==> src/rtl/mem_ctrl_pkg.sv <==
// Shared types and default widths for the MAR/MDR memory interface.
// Other datapath blocks import the width constants from here as well.
package mem_ctrl_pkg;

  localparam int unsigned MemAddrW = 16;
  localparam int unsigned MemDataW = 16;

  typedef enum logic [1:0] {
    StIdle,
    StAccess,
    StDone
  } mem_state_e;

  typedef enum logic {
    OpLoad,
    OpStore
  } mem_op_e;

endpackage

==> src/rtl/mem_timeout_ctr.sv <==
// Saturating wait-cycle counter for the memory access controller.
// The hit output is high once the count has reached TIMEOUT.
module mem_timeout_ctr #(
  parameter int unsigned TIMEOUT = 255
) (
  input  logic clk_i,
  input  logic rst_ni,
  input  logic clr_i,
  input  logic en_i,
  output logic hit_o
);

  localparam int unsigned CntW = $clog2(TIMEOUT + 1);
  localparam logic [CntW-1:0] CntMax = CntW'(TIMEOUT);

  logic [CntW-1:0] cnt_q, cnt_d;

  always_comb begin
    cnt_d = cnt_q;
    if (clr_i) begin
      cnt_d = '0;
    end else if (en_i && (cnt_q != CntMax)) begin
      cnt_d = cnt_q + 1'b1;
    end
  end

  always_ff @(posedge clk_i or negedge rst_ni) begin
    if (!rst_ni) begin
      cnt_q <= '0;
    end else begin
      cnt_q <= cnt_d;
    end
  end

  assign hit_o = (cnt_q == CntMax);

endmodule

==> src/rtl/mem_access_ctrl.sv <==
// Initiator-side memory access controller: one load/store at a time through MAR/MDR,
// waits for mem_rdy with a timeout, and returns a one-cycle response.
module mem_access_ctrl
  import mem_ctrl_pkg::*;
#(
  parameter int unsigned ADDR_W  = MemAddrW,
  parameter int unsigned DATA_W  = MemDataW,
  parameter int unsigned TIMEOUT = 255
) (
  input  logic              clk,
  input  logic              rst_n,
  input  logic              req_valid,
  input  logic              req_we,
  input  logic [ADDR_W-1:0] req_addr,
  input  logic [DATA_W-1:0] req_wdata,
  output logic              req_ready,
  output logic              resp_valid,
  output logic              resp_err,
  output logic [ADDR_W-1:0] mar,
  output logic [DATA_W-1:0] mdr,
  output logic              mem_en,
  output logic              mem_we,
  input  logic [DATA_W-1:0] mem_rdata,
  input  logic              mem_rdy
);

  mem_state_e        state_q, state_d;
  mem_op_e           op_q, op_d;
  logic [ADDR_W-1:0] mar_q, mar_d;
  logic [DATA_W-1:0] mdr_q, mdr_d;
  logic              err_q, err_d;
  logic              ctr_clr, ctr_en, ctr_hit;

  mem_timeout_ctr #(
    .TIMEOUT(TIMEOUT)
  ) u_timeout_ctr (
    .clk_i (clk),
    .rst_ni(rst_n),
    .clr_i (ctr_clr),
    .en_i  (ctr_en),
    .hit_o (ctr_hit)
  );

  always_comb begin
    state_d = state_q;
    op_d    = op_q;
    mar_d   = mar_q;
    mdr_d   = mdr_q;
    err_d   = err_q;
    ctr_clr = 1'b0;
    ctr_en  = 1'b0;

    unique case (state_q)
      StIdle: begin
        if (req_valid) begin
          mar_d   = req_addr;
          op_d    = req_we ? OpStore : OpLoad;
          ctr_clr = 1'b1;
          state_d = StAccess;
          if (req_we) begin
            mdr_d = req_wdata;
          end
        end
      end
      StAccess: begin
        // mem_rdy wins over a simultaneous timeout hit.
        if (mem_rdy) begin
          if (op_q == OpLoad) begin
            mdr_d = mem_rdata;
          end
          err_d   = 1'b0;
          state_d = StDone;
        end else if (ctr_hit) begin
          err_d   = 1'b1;
          state_d = StDone;
        end else begin
          ctr_en = 1'b1;
        end
      end
      StDone: begin
        state_d = StIdle;
      end
      default: begin
        state_d = StIdle;
      end
    endcase
  end

  always_ff @(posedge clk or negedge rst_n) begin
    if (!rst_n) begin
      state_q <= StIdle;
      op_q    <= OpLoad;
      mar_q   <= '0;
      mdr_q   <= '0;
      err_q   <= 1'b0;
    end else begin
      state_q <= state_d;
      op_q    <= op_d;
      mar_q   <= mar_d;
      mdr_q   <= mdr_d;
      err_q   <= err_d;
    end
  end

  // Strobes and handshakes decode from registered state only.
  assign req_ready  = (state_q == StIdle);
  assign mem_en     = (state_q == StAccess);
  assign mem_we     = (state_q == StAccess) && (op_q == OpStore);
  assign resp_valid = (state_q == StDone);
  assign resp_err   = (state_q == StDone) && err_q;
  assign mar        = mar_q;
  assign mdr        = mdr_q;

endmodule
==> config.mk <==
export PLATFORM = sky130hd
export DESIGN_NAME = mem_access_ctrl
export DESIGN_NICKNAME = d
export VERILOG_FILES = /design/src/rtl/mem_ctrl_pkg.sv /design/src/rtl/mem_timeout_ctr.sv /design/src/rtl/mem_access_ctrl.sv
export SDC_FILE = /design/constraint.sdc
export NUM_CORES = 1
export LEC_CHECK = 0
export ABC_AREA = 1
export CAP_MARGIN = 20
export CORE_MARGIN = 2
export CORE_UTILIZATION = 46
export DETAILED_ROUTE_END_ITERATION = 8
export PLACE_DENSITY = 0.86
export REMOVE_ABC_BUFFERS = 1
export SYNTH_ARGS = -nofsm -noshare
export SYNTH_HDL_FRONTEND = slang
export SYNTH_SLANG_ARGS = --single-unit
==> constraint.sdc <==
create_clock -name clk -period 2.5 [get_ports clk]
set_input_delay 0.25 -clock clk [delete_from_list [all_inputs] [get_ports clk]]
set_output_delay 0.25 -clock clk [all_outputs]
set_load 0.05 [all_outputs]
Yosys cells after proc, flatten, opt, wreduce, memory -nomap -nowiden --
Cells that the tools add are included. Widths: inputs -> output; s select.
Storage, ports and cells: logic and storage cells 46, input port bits 53, output and inout bits 37, register bits 44
Cells by class: add/sub/neg operators 1, multiplexer cells 19, reduce and logical (&&, ||, !) cells 11, equality and inequality tests 9
Operators with widths (count):
- $mux 16 | 4
- $pmux 16 s2 | 1
- $mux 8 | 2
- $add 8x1->8 const B | 1
- $eq 8x8->1 const B | 1
- $mux 1 | 8
- $ne 8x8->1 const B | 1
- $mux 2 | 3
- $ne 2x2->1 const B | 3
- $reduce_and 2->1 | 3
- $reduce_bool 2->1 | 3
- $reduce_and 5->1 | 1
- $pmux 2 s2 | 1
- $logic_and 1x1->1 | 3
- $ne 3x1->1 const B | 1
- $eq 2x1->1 const B | 1
- $eq 2x2->1 const B | 1
- $logic_not 2->1 | 1
- $ne 2x1->1 const B | 1

Depth between registers and ports, before layout --
word-level depth 7, depth in mapped cells 9, mapped depth without buffers 9

By module --
A second synthesis with hierarchy kept.
Unflattened totals: cells, all modules 291, area, all modules 2293.4 um^2
By module, submodules not included:
- mem_access_ctrl | instances 1, cells an instance 221, area an instance 1785.5 um^2, sequential area each 900.9 um^2
- mem_timeout_ctr | instances 1, cells an instance 70, area an instance 508.0 um^2, sequential area each 200.2 um^2

Least setup slack after synthesis --
No wires, ideal clock.
path kind register to output, from register state_q[1], to output port mem_we, slack 729 ps, required time 2250 ps, cell stages (with the launch flop) 6, data arrival time 1521 ps, buffers on the path 2, path through dfrtp_1 -> inv_1 -> nand2_1 -> buf_2 -> buf_4 -> nor2_1
On the way: word-level cells in the longest chain between the ends 2
RTL lines:
- from (decl) | line mem_access_ctrl.sv:27 | mem_state_e state_q, state_d;
- from (signal assigned) | line mem_access_ctrl.sv:91 | state_q <= StIdle;
- from (signal assigned) | line mem_access_ctrl.sv:97 | state_q <= state_d;
- $eq 2x1->1 | line mem_access_ctrl.sv:108 | assign mem_we = (state_q == StAccess) && (op_q == OpStore);
- $logic_and 1x1->1 | line mem_access_ctrl.sv:108
- to (decl) | line mem_access_ctrl.sv:22 | output logic mem_we,
Every way passes these cells.

Worst setup path in the final report --
from register state_q[0], to output port resp_err
On the way: word-level cells in the longest chain between the ends 2
RTL lines:
- $eq 2x2->1 | line mem_access_ctrl.sv:110 | assign resp_err = (state_q == StDone) && err_q;
- $logic_and 1x1->1 | line mem_access_ctrl.sv:110
- to (decl) | line mem_access_ctrl.sv:18 | output logic resp_err,
Every way passes these cells.

==> flow_summary.yaml <==
outcome:
  outcome: "finished, final reports clean"
logic_synthesis:
  synth_commonest_cells: "159 x nand2_1, 44 x dfrtp_1, 22 x nand3_1"
  ys_seq_area_frac: 0.5164
  synth_top_area_frac: 0.5164
  yosysWarnings: 0
  synthCells: 280
  synth-main-ff-cell: "dfrtp_1"
  async_flop_share: 1.000
  netlist_area_um2: 2132
  synth_edf_count: 0
  yosysUniqueCellTypes: 24
  synth_most_common_cell: "nand2_1"
  ys_top_cells_by_area: "dfrtp_1 52%, nand2_1 28%, nand3_1 5.2%"
  syn_avg_cell_area_um2: 7.614
  synth-seq-cells: 44
  synth_top_cell_by_area: "dfrtp_1"
power:
  power_mw: 4.231
  powerDensity_nw_per_um2: 1351
  irDropWorstVdd_v: 0.0006441
  p_leak_nw: 1.577
die:
  start_util: 0.4830
  rows: 24
  fp.coreArea_um2: 4414
  die_w_um: 72.08
  fp.dieArea_um2: 5196
  io_pins: 90
  die_h_um: 72.08
sta:
  setup_violations: 0
  finalHoldViolations: 0
  worst_pin_slew_ps: 968.1
  rsz0062_at_grt: "false"
  finalMaxSlewViolations: 0
  tns_ps: 0
  fin_ws_ps: 506.5
  slew_headroom: 0.3546
  fmax_mhz: 501.6
  fin_skew_ps: 5.115
  fin_crit_sh: 0.7974
  min_period_ps: 1993
cts:
  cts_buffer_depth: 2
  ctsResizeCount: 0
  postCtsHoldBufs: 0
  cts_made_buffers: 5
  htreeDepth: 2
  tritoncts: "done"
  path_clk_slew_ps: 80
  clk_latency_ps: 290
  clk_root_buffer_cell: "clkbuf_8"
  cts_sinks: 44
  post_cts_buffers: 0
global_routing:
  grtUsageTotal: 0.2070
  grt_pass1_wl_um: 8480
  grt.overflow.total: 0
  grt_max_degree: 45
  grt_pass1_vias: 1866
  antenna_found_initial: 0
detailed_routing:
  avgRoutedWirePerCell_um: 12.35
  vias: 2027
  first_pass_iters: 6
  remaining_drc_errors: 0
  drt_iter0_drc: 140
  antenna_left: 0
  wl_um: 5199
  post_drt_via_cell_ratio: 4.815
cells_and_area:
  n_fill_cell: 352
  nets: 422
  area_growth_syn_to_layout_pct: 46.89
  regArea_um2: 1101
  final_util: 0.7095
  finalNonFillerCells: 421
  multiInputGateArea_um2: 932.1
  final_layout_size_suffix_gt1_frac: 0.06775
  num_antenna_cells: 0
critical_path:
  cp-start-kind: "flip-flop"
  rr_worst_depth: 8
  crit_fanout: 4
  cp.arrival_ps: 1740
  cp-end-kind: "output port"
  path_class: "reg -> out"
  cp.required_ps: 2250
flow_run:
  maxCapViolCount: 0
placement:
  io_buffers: 89
  dp_hpwl_um: 3842
  gp_congestion: 0.7374
  dp_slack_ps: 651.7
  placed_cells: 413
min_path:
  worst_hold_path_type: "in -> async"
cells by family after synthesis:
logic type,count (synthesis),share of synthesized area
AO/OA/AOI/OAI,6,0.02054
XOR/XNOR,2,0.008217
adder cells (fa/ha/maj),1,0.005868
buffers and inverters,21,0.04636
flip-flops,44,0.5164
AND/OR/NAND/NOR,206,0.4026
where the power goes:
part	leakage, nW	internal, mW	switching, mW
clock	0.0445	0.225	0.230
sequential	0.557	1.01	0.178
combinational	0.976	0.809	1.78
total	1.58	2.05	2.18
area by class of cell:
cell class                 instances  area share
sequential                        44      0.3516
multi-input combinational        215      0.2976
timing repair buffer              91      0.2869
clock buffer                       7     0.02757
tap                               52     0.02078
inverter                          11     0.01318
clock inverter                     1    0.002397
stage by stage:
| stage | hold WS (ps) | cell area, um2 |
|---|---|---|
| after floorplan | -45.59 | 2074 |
| after global placement | 449.2 | 3038 |
| after detailed placement | 456.2 | 3038 |
| after CTS | 140.6 | 3132 |
| after global routing | 173.5 | 3132 |
| final | 114.5 | 3132 |
state kept, by name (all words and copies together), names as in the netlist:
register / flops
mar: 16
mdr: 16
u_timeout_ctr.cnt_q: 8
state_q: 2
op_q: 1
err_q: 1
worst max-delay path: stages (launching register included):
cell and delay, ps:
dfrtp_1 420, inv_2 90, and3_1 150, clkdlybuf4s50_1 800
worst paths after layout:
check / start / endpoint / slack (ps)
max reg2reg: state_q[1] / u_timeout_ctr.cnt_q[5] / 730
min: rst_n / mdr[10] / 110
max in group asynchronous: rst_n / u_timeout_ctr.cnt_q[5] / 1780
max: state_q[0] / resp_err / 510
min in group clk: mdr[3] / mdr[3] / 480
min reg2reg: mdr[3] / mdr[3] / 480
routing by layer:
layer / track usage / vias up / share of wire
li1: - / 1038 / -
met5: 0 / - / 0
met4: 0.02516 / 0 / 0.0027
met2: 0.3496 / 79 / 0.47
met3: 0.05833 / 4 / 0.086
met1: 0.2756 / 906 / 0.44
cells in the final DEF, fill, tap and decap left out, types with 2 or more instances in the layout:
cell type | synthesis | final
nand4_1 | 2 | 2
nand2_2 | 3 | 3
nor2_1 | 12 | 12
o21ai_0 | 2 | 2
xor2_1 | 2 | 2
nand2_4 | 3 | 3
nand2_1 | 159 | 159
dfrtp_1 | 44 | 44
inv_2 | 3 | 3
nand3_1 | 22 | 22
inv_1 | 8 | 8
nor2_2 | 2 | 2
nor2_4 | 2 | 2
clkdlybuf4s50_1 | 0 | 87
clkbuf_8 | 0 | 6
buf_4 | 2 | 3
No activity file was read; power rests on OpenSTA's default activity.
